`config.mk`:
```
export PLATFORM = sky130hd
export DESIGN_NAME = ctrl_sequencer
export DESIGN_NICKNAME = d
export VERILOG_FILES = /design/src/rtl/ctrl_sequencer.sv
export SDC_FILE = /design/constraint.sdc
export NUM_CORES = 1
export LEC_CHECK = 0
export ABC_AREA = 1
export BUFFER_PORTS_ARGS = -buffer_cell sky130_fd_sc_hd__buf_2
export CORE_MARGIN = 2
export CORE_UTILIZATION = 45
export DETAILED_ROUTE_END_ITERATION = 6
export PLACE_DENSITY = 0.69
export SYNTH_ARGS = -nofsm -noshare
export SYNTH_HDL_FRONTEND = slang
export SYNTH_SLANG_ARGS = --single-unit
```
`constraint.sdc`:
```
create_clock -name Clk -period 1.7 [get_ports Clk]
set_clock_uncertainty 0.2 [all_clocks]
set_input_delay 0.255 -clock Clk [delete_from_list [all_inputs] [get_ports Clk]]
set_output_delay 0.255 -clock Clk [all_outputs]
set_load 0.01 [all_outputs]
```
`src/rtl/ctrl_sequencer.sv`:
```
// Multicycle FETCH/DECODE/EXEC/MEM/WB control sequencer for the 9-bit accumulator CPU.
// Enables are registered copies of the decode of the next state and next IR.
module ctrl_sequencer #(
  parameter int             IW        = 9,
  parameter int             OPW       = 3,
  parameter logic [OPW-1:0] OP_SHL    = 3'b001,
  parameter logic [OPW-1:0] OP_SHR    = 3'b010,
  parameter logic [OPW-1:0] OP_LOAD   = 3'b011,
  parameter logic [OPW-1:0] OP_MOV    = 3'b101,
  parameter logic [OPW-1:0] OP_BRANCH = 3'b110,
  parameter logic [OPW-1:0] OP_STORE  = 3'b111,
  parameter int             LOAD_LAT  = 1,
  parameter int             STORE_LAT = 1,
  parameter int             CNT_W     = 16
) (
  input  logic             Clk,
  input  logic             Reset,
  input  logic             Start,
  input  logic [IW-1:0]    Instruction,
  output logic             IrLoad,
  output logic             PcEn,
  output logic             BranchEn,
  output logic             MovEn,
  output logic             Shift,
  output logic             MemRdEn,
  output logic             MemWrEn,
  output logic             LoadInst,
  output logic             RegWrEn,
  output logic             Busy,
  output logic             Ack,
  output logic [CNT_W-1:0] InstCount
);

  localparam logic [2:0] S_IDLE   = 3'd0;
  localparam logic [2:0] S_FETCH  = 3'd1;
  localparam logic [2:0] S_DECODE = 3'd2;
  localparam logic [2:0] S_EXEC   = 3'd3;
  localparam logic [2:0] S_MEM    = 3'd4;
  localparam logic [2:0] S_WB     = 3'd5;
  localparam logic [2:0] S_HALT   = 3'd6;

  localparam int MAX_LAT = (LOAD_LAT > STORE_LAT) ? LOAD_LAT : STORE_LAT;
  localparam int MCW     = (MAX_LAT > 2) ? $clog2(MAX_LAT) : 1;

  // Bit order of the enable vector: {IrLoad,PcEn,BranchEn,MovEn,Shift,MemRdEn,MemWrEn,LoadInst,RegWrEn,Busy,Ack}
  localparam int B_IRL  = 10;
  localparam int B_PC   = 9;
  localparam int B_BR   = 8;
  localparam int B_MOV  = 7;
  localparam int B_SH   = 6;
  localparam int B_MRD  = 5;
  localparam int B_MWR  = 4;
  localparam int B_LI   = 3;
  localparam int B_RW   = 2;
  localparam int B_BUSY = 1;
  localparam int B_ACK  = 0;

  logic [2:0]       state_q, state_d;
  logic [IW-1:0]    ir_q, ir_d;
  logic [MCW-1:0]   memcnt_q, memcnt_d;
  logic [CNT_W-1:0] cnt_q, cnt_d;
  logic [10:0]      outs_q, outs_d;
  logic             retire_s;
  logic [OPW-1:0]   op_s;
  logic             halt_s;

  function automatic logic [10:0] decode_outs(input logic [2:0] st, input logic [IW-1:0] ir);
    logic [OPW-1:0] op;
    logic           hw;
    logic           is_ld;
    logic           is_st;
    logic           is_sh;
    logic           is_mv;
    logic [10:0]    o;
    op    = ir[IW-1 -: OPW];
    hw    = (ir == {IW{1'b1}});
    is_ld = (op == OP_LOAD);
    is_st = (op == OP_STORE);
    is_sh = (op == OP_SHL) || (op == OP_SHR);
    is_mv = (op == OP_MOV);
    o     = 11'b0;
    case (st)
      S_FETCH: begin
        o[B_IRL]  = 1'b1;
        o[B_BUSY] = 1'b1;
      end
      S_DECODE: o[B_BUSY] = 1'b1;
      S_EXEC: begin
        o[B_BUSY] = 1'b1;
        o[B_PC]   = ~hw;
        o[B_BR]   = ~hw & (op == OP_BRANCH);
        o[B_MOV]  = ~hw & is_mv;
        o[B_SH]   = ~hw & is_sh;
      end
      S_MEM: begin
        o[B_BUSY] = 1'b1;
        o[B_MRD]  = ~hw & is_ld;
        o[B_MWR]  = ~hw & is_st;
      end
      S_WB: begin
        o[B_BUSY] = 1'b1;
        o[B_RW]   = ~hw;
        o[B_LI]   = ~hw & is_ld;
        o[B_MOV]  = ~hw & is_mv;
        o[B_SH]   = ~hw & is_sh;
      end
      S_HALT:  o[B_ACK] = 1'b1;
      default: o = 11'b0;
    endcase
    return o;
  endfunction

  assign op_s   = ir_q[IW-1 -: OPW];
  assign halt_s = (ir_q == {IW{1'b1}});

  // Next-state, IR capture, MEM latency counter and retire detection.
  always_comb begin
    state_d  = state_q;
    ir_d     = ir_q;
    memcnt_d = memcnt_q;
    retire_s = 1'b0;
    case (state_q)
      S_IDLE: begin
        if (Start) state_d = S_FETCH;
        else       state_d = S_IDLE;
      end
      S_FETCH: begin
        ir_d    = Instruction;
        state_d = S_DECODE;
      end
      S_DECODE: begin
        if (halt_s) state_d = S_HALT;
        else        state_d = S_EXEC;
      end
      S_EXEC: begin
        if (op_s == OP_LOAD) begin
          state_d  = S_MEM;
          memcnt_d = MCW'(LOAD_LAT - 1);
        end else if (op_s == OP_STORE) begin
          state_d  = S_MEM;
          memcnt_d = MCW'(STORE_LAT - 1);
        end else if (op_s == OP_BRANCH) begin
          state_d  = S_FETCH;
          retire_s = 1'b1;
        end else begin
          state_d  = S_WB;
        end
      end
      S_MEM: begin
        if (memcnt_q != {MCW{1'b0}}) begin
          memcnt_d = memcnt_q - {{(MCW-1){1'b0}}, 1'b1};
        end else if (op_s == OP_LOAD) begin
          state_d  = S_WB;
        end else begin
          state_d  = S_FETCH;
          retire_s = 1'b1;
        end
      end
      S_WB: begin
        state_d  = S_FETCH;
        retire_s = 1'b1;
      end
      S_HALT: begin
        if (Start) state_d = S_FETCH;
        else       state_d = S_HALT;
      end
      default: state_d = S_IDLE;
    endcase
  end

  // Retired-instruction counter: cleared on a fresh start from IDLE, saturates at all ones.
  always_comb begin
    cnt_d = cnt_q;
    if (state_q == S_IDLE && Start) begin
      cnt_d = {CNT_W{1'b0}};
    end else if (retire_s && (cnt_q != {CNT_W{1'b1}})) begin
      cnt_d = cnt_q + {{(CNT_W-1){1'b0}}, 1'b1};
    end else begin
      cnt_d = cnt_q;
    end
  end

  // Registered enables so every output moves only on a clock edge.
  always_comb begin
    outs_d = decode_outs(state_d, ir_d);
  end

  // State, IR, counters and output registers.
  always_ff @(posedge Clk or negedge Reset) begin
    if (!Reset) begin
      state_q  <= S_IDLE;
      ir_q     <= {IW{1'b0}};
      memcnt_q <= {MCW{1'b0}};
      cnt_q    <= {CNT_W{1'b0}};
      outs_q   <= 11'b0;
    end else begin
      state_q  <= state_d;
      ir_q     <= ir_d;
      memcnt_q <= memcnt_d;
      cnt_q    <= cnt_d;
      outs_q   <= outs_d;
    end
  end

  assign IrLoad    = outs_q[B_IRL];
  assign PcEn      = outs_q[B_PC];
  assign BranchEn  = outs_q[B_BR];
  assign MovEn     = outs_q[B_MOV];
  assign Shift     = outs_q[B_SH];
  assign MemRdEn   = outs_q[B_MRD];
  assign MemWrEn   = outs_q[B_MWR];
  assign LoadInst  = outs_q[B_LI];
  assign RegWrEn   = outs_q[B_RW];
  assign Busy      = outs_q[B_BUSY];
  assign Ack       = outs_q[B_ACK];
  assign InstCount = cnt_q;

endmodule

```
# == Yosys cells after proc, flatten, opt, wreduce, memory -nomap -nowiden ==
# Cells that the tools add are included.
# classes
addsub,2
n_eq_ne,25
n_mux,29
reduce_logical,9
bitwise,6
# ops
operator,count
$eq A3 B3 Y1 const B,11
$mux W16,2
$eq A3 B2 Y1 const B,7
$mux W3,7
$pmux W3 S7,1
$eq A9 B9 Y1 const B,2
$add A16 B1 Y16 const B,1
$ne A16 B16 Y1 const B,1
$mux W1,12
$eq A3 B1 Y1 const B,3
$mux W9,1
$mux W2,4
$and A1 B1 Y1,5
$reduce_or A5 Y1,1
$reduce_bool A2 Y1,2
$logic_not A3 Y1,1
$ne A3 B3 Y1 const B,1
$pmux W1 S3,1
$logic_and A1 B1 Y1,2
$pmux W1 S2,1
$reduce_and A2 Y1,1
$reduce_or A2 Y1,1
$logic_or A1 B1 Y1,1
$not A1 Y1,1
$sub A1 B1 Y1 const B,1
# totals
in_bits,12
elab_cells,76
reg_bits,40
out_inout_bits,27

# == Depth between registers and ports, before layout ==
# logic_depth
word_depth,8
depth_mapped,11
depth_no_buf,10

# == Worst setup path after synthesis ==
# OpenSTA, ideal clock, no wires.
# synth_path
kind,reg2reg
from,"register cnt_q[0], in the netlist InstCount[0]"
to,"register cnt_q[11], in the netlist InstCount[11]"
slack_ns,-0.080
n_path_buf,1
stages_incl_launch_ff,12
setup_time_ns,0.118
arrival_time_ns,1.463
cell_sequence,dfrtp_1 > ha_1 > nand3_1 > inv_1 > nand2_1 > inv_1 > nand2_1 > nand2_4 > inv_4 > buf_6 > nand3b_1 > nand2_1
# synth_via
elab_chain_len,3
# synth_rtl
item,line_no,rtl
"start, declared",61,"logic [CNT_W-1:0] cnt_q, cnt_d;"
"start signal, assigned",194,cnt_q <= {CNT_W{1'b0}};
"start signal, assigned",200,cnt_q <= cnt_d;
$add A16 B1 Y16 or $ne A16 B16 Y1 (tied branches),"177, 176",
$mux W16 or $logic_and A1 B1 Y1 (tied branches),176,end else if (retire_s && (cnt_q != {CNT_W{1'b1}})) begin
$mux W16 or $reduce_bool A2 Y1 (tied branches),-,
# Several ways; a longest one is shown, not always the timed one. The select of a mux whose other input is x is not followed.
# A chain may end at the register's enable or synchronous reset.

# == Worst setup path in the final report ==
# layout_path
from,"register cnt_q[0], in the netlist InstCount[0]"
to,"register cnt_q[1], in the netlist InstCount[1]"
# Same word-level chain as after synthesis.

==> impl_metrics.ini <==
[run_status]
status = completed

[synthesis]
synth.yosys.seq_area_share = 0.4472
synth-edff-count = 0
syn_nets = 308
ys_seq_elements = 39
yosys_most_used_dff = dfrtp_1
ys_warn_count = 0
avgSynthCellArea_um2 = 7.397
async_reset_ff_frac = 1.000
synth_cells = 295
netlist_area_um2 = 2182
ys_types = 25

[placement]
dpl.hpwl_um = 3616
portBuffers = 38
place_area_um2 = 2534
place_congestion = 0.8779
dpl_worst_slack_ps = 0.6621

[sta]
period_share = 0.9632
max_freq_mhz = 610.7
slew_violations = 0
rsz0062_at_grt = yes
fin_ws_ps = 62.52
fin_setup_tns_ps = 0
tightest_slew_ps = 463.2
hold_viol = 0
setup_viol = 0
relSlewSlack = 0.6912
finalCriticalPeriod_ps = 1637

[power]
power_uw = 3847
p_leak_uw = 0.001517
pwr_density_cell_nw_per_um2 = 1366
clockPowerShare = 0.240
power_frac_seq = 0.351
p_sw_uw = 1528
max-vdd-ir-drop_v = 0.001077
power.share.combinational = 0.409
switching_share = 0.3972
internal_power_uw = 2319

[setup_path]
rrSetupSlack_ps = 60
arrival_ps = 1620
worstRegToRegCells = 10
path_max_fanout = 6
cp-end-kind = register
crit_start = InstCount[0]$_DFFE_PN0P_
crit_type = reg2reg
regToRegEndpoint = InstCount[1]$_DFFE_PN0P_
worst_ep_required_time_ps = 1690
startpoint_type = register
regToRegStartpoint = InstCount[0]$_DFFE_PN0P_

[global_route]
grt_pass1_vias = 1897
grt_pass1_wl_um = 8376
grt_usage = 0.1998
grt_overflow = 0
grt_max_degree = 22
antenna_found_initial = 0

[cts]
cts_tree = done
cts_sinks = 39
clock_latency_ps = 290
cts_buffers = 5
root_buffer = clkbuf_8
path_clk_slew_ps = 80
cts-htree-levels = 2
clockBufferDepth = 2

[die]
die_width_um = 73.64
die_y_um = 73.64
coreArea_um2 = 4692
rows = 25
start_util = 0.4651
dieArea_um2 = 5422
pin_count = 39

[routing]
wire_per_inst_um = 11.98
viasPerCell = 4.930
dr.pass1.iters = 4
drt-total-wl_um = 4960
postRouteAntennaNets = 0
vias = 2041
drt_iter0_markers = 73
drc = 0

[final_layout]
n_antenna_cell = 0
drive_gt1_frac = 0.2833
multi_input_area_um2 = 1087
nFillCells = 456
areaGrowthSynthToFinish_pct = 29.07
final-seq-area_um2 = 984.7
layout.nets = 372
final_area_um2 = 2816
fin_util = 0.6003

[min_path]
hold_class = in2reg
worstHoldStart = Instruction[0]
hold_depth = 3
holdPathEnd = ir_q[0]$_DFF_PN0_

[flow_run]
drv_cap = 0
[repair_timing]
action | in CTS | in global routing
cloned | 0 | 1
setup buffers | 0 | 6
pin swaps | 0 | 3
hold endpoints to repair | 19 | 0
setup endpoints to repair | 2 | 22
gates resized for setup | 2 | 25
hold buffers | 2 | 0
[cells in the mapped netlist (2+ instances only)]
cell / n / area share
nand4_1: 9 / 0.026
nand3_2: 2 / 0.0092
inv_1: 34 / 0.058
buf_6: 3 / 0.015
buf_2: 2 / 0.0046
inv_2: 3 / 0.0052
nand3b_1: 9 / 0.031
o21ai_0: 5 / 0.011
nand3_1: 42 / 0.096
nor3_1: 5 / 0.011
dfrtp_1: 39 / 0.45
o21ai_1: 2 / 0.0046
xor2_1: 6 / 0.024
nand2_2: 2 / 0.0057
nor2_1: 40 / 0.069
nand2_1: 83 / 0.14
[worst max-delay path: stages (launching register included)]
cell and delay (ps):
dfrtp_2 430, ha_4 180, nand3_2 90, inv_2 50
nand2_2 60, inv_1 50, nand2_2 80, nand2_4 90
buf_4 170, nand3_1 70, nand2_1 50
[area by class of cell]
class,instances,area share
clock buffer,5,0.02443
sequential,39,0.3496
clock inverter,3,0.02399
tap,54,0.02399
timing repair buffer,62,0.1377
inverter,38,0.05420
multi-input combinational,213,0.3860
[cell families after synthesis]
logic type | share of synthesized area
AOI/OAI and AO/OA | 0.01834
xor gates and xnor gates | 0.02810
adders and majority gates | 0.005733
buffers and inverters | 0.08830
DFF | 0.4472
and+or+nand+nor | 0.4123
[placed cells by master (no fill, tap or decap), types with 2 or more instances in the layout]
| cell | n |
|---|---|
| clkbuf_8 | 5 |
| nor2_1 | 36 |
| nand3_1 | 40 |
| nand2_2 | 6 |
| nor2_2 | 4 |
| o21ai_1 | 3 |
| bufinv_16 | 2 |
| o21ai_0 | 3 |
| nand3_2 | 5 |
| inv_4 | 2 |
| dfrtp_1 | 32 |
| buf_2 | 38 |
| nor3_1 | 4 |
| xor2_1 | 6 |
| nand3b_1 | 9 |
| dlygate4sd3_1 | 2 |
| nand4_1 | 9 |
| dfrtp_2 | 7 |
| nor2_4 | 2 |
| inv_1 | 33 |
| inv_2 | 2 |
| nand2_1 | 79 |
| buf_4 | 21 |
[sequential cells by signal, indices dropped and copies added, names as in the netlist]
register,count
InstCount,16
ir_q,9
outs_q,11
state_q,3
[power groups by stage]
stage / Combinational (uW) / Sequential [uW] / Clock (uW)
6_report: 1570 / 1350 / 924
4_1_cts: 1400 / 1320 / 943
3_5_place_dp: 1380 / 1340 / 0
5_1_grt: 1820 / 1380 / 986
2_1_floorplan: 999 / 1370 / 0
3_3_place_gp: 1360 / 1340 / 0
[per-stage QoR]
stage	std cells	hold WS (ps)
final	414	18.00
after global routing	414	27.49
after CTS	407	11.83
after detailed placement	397	33.26
after global placement	397	28.71
after floorplan	295	-240.6
[per-layer routing]
metal	GRT usage	part of all wire	routed length (um)	vias to the layer above
li1	-	-	-	1064
met5	0	0	0	-
met1	0.2504	0.43	2153	928
met3	0.04664	0.042	208	6
met2	0.3383	0.51	2546	43
met4	0.06667	0.010	51	0
[worst max-delay path by stage]
stage | to | slack [ps]
2_1_floorplan | InstCount[11]$_DFFE_PN0P_ | 1
3_3_place_gp | outs_q[5]$_DFF_PN0_ | 3
3_5_place_dp | InstCount[0]$_DFFE_PN0P_ | 0.7
4_1_cts | InstCount[13]$_DFFE_PN0P_ | 6
5_1_grt | InstCount[12]$_DFFE_PN0P_ | -30
6_report | InstCount[1]$_DFFE_PN0P_ | 60
Power figures use the tool's default switching activity.
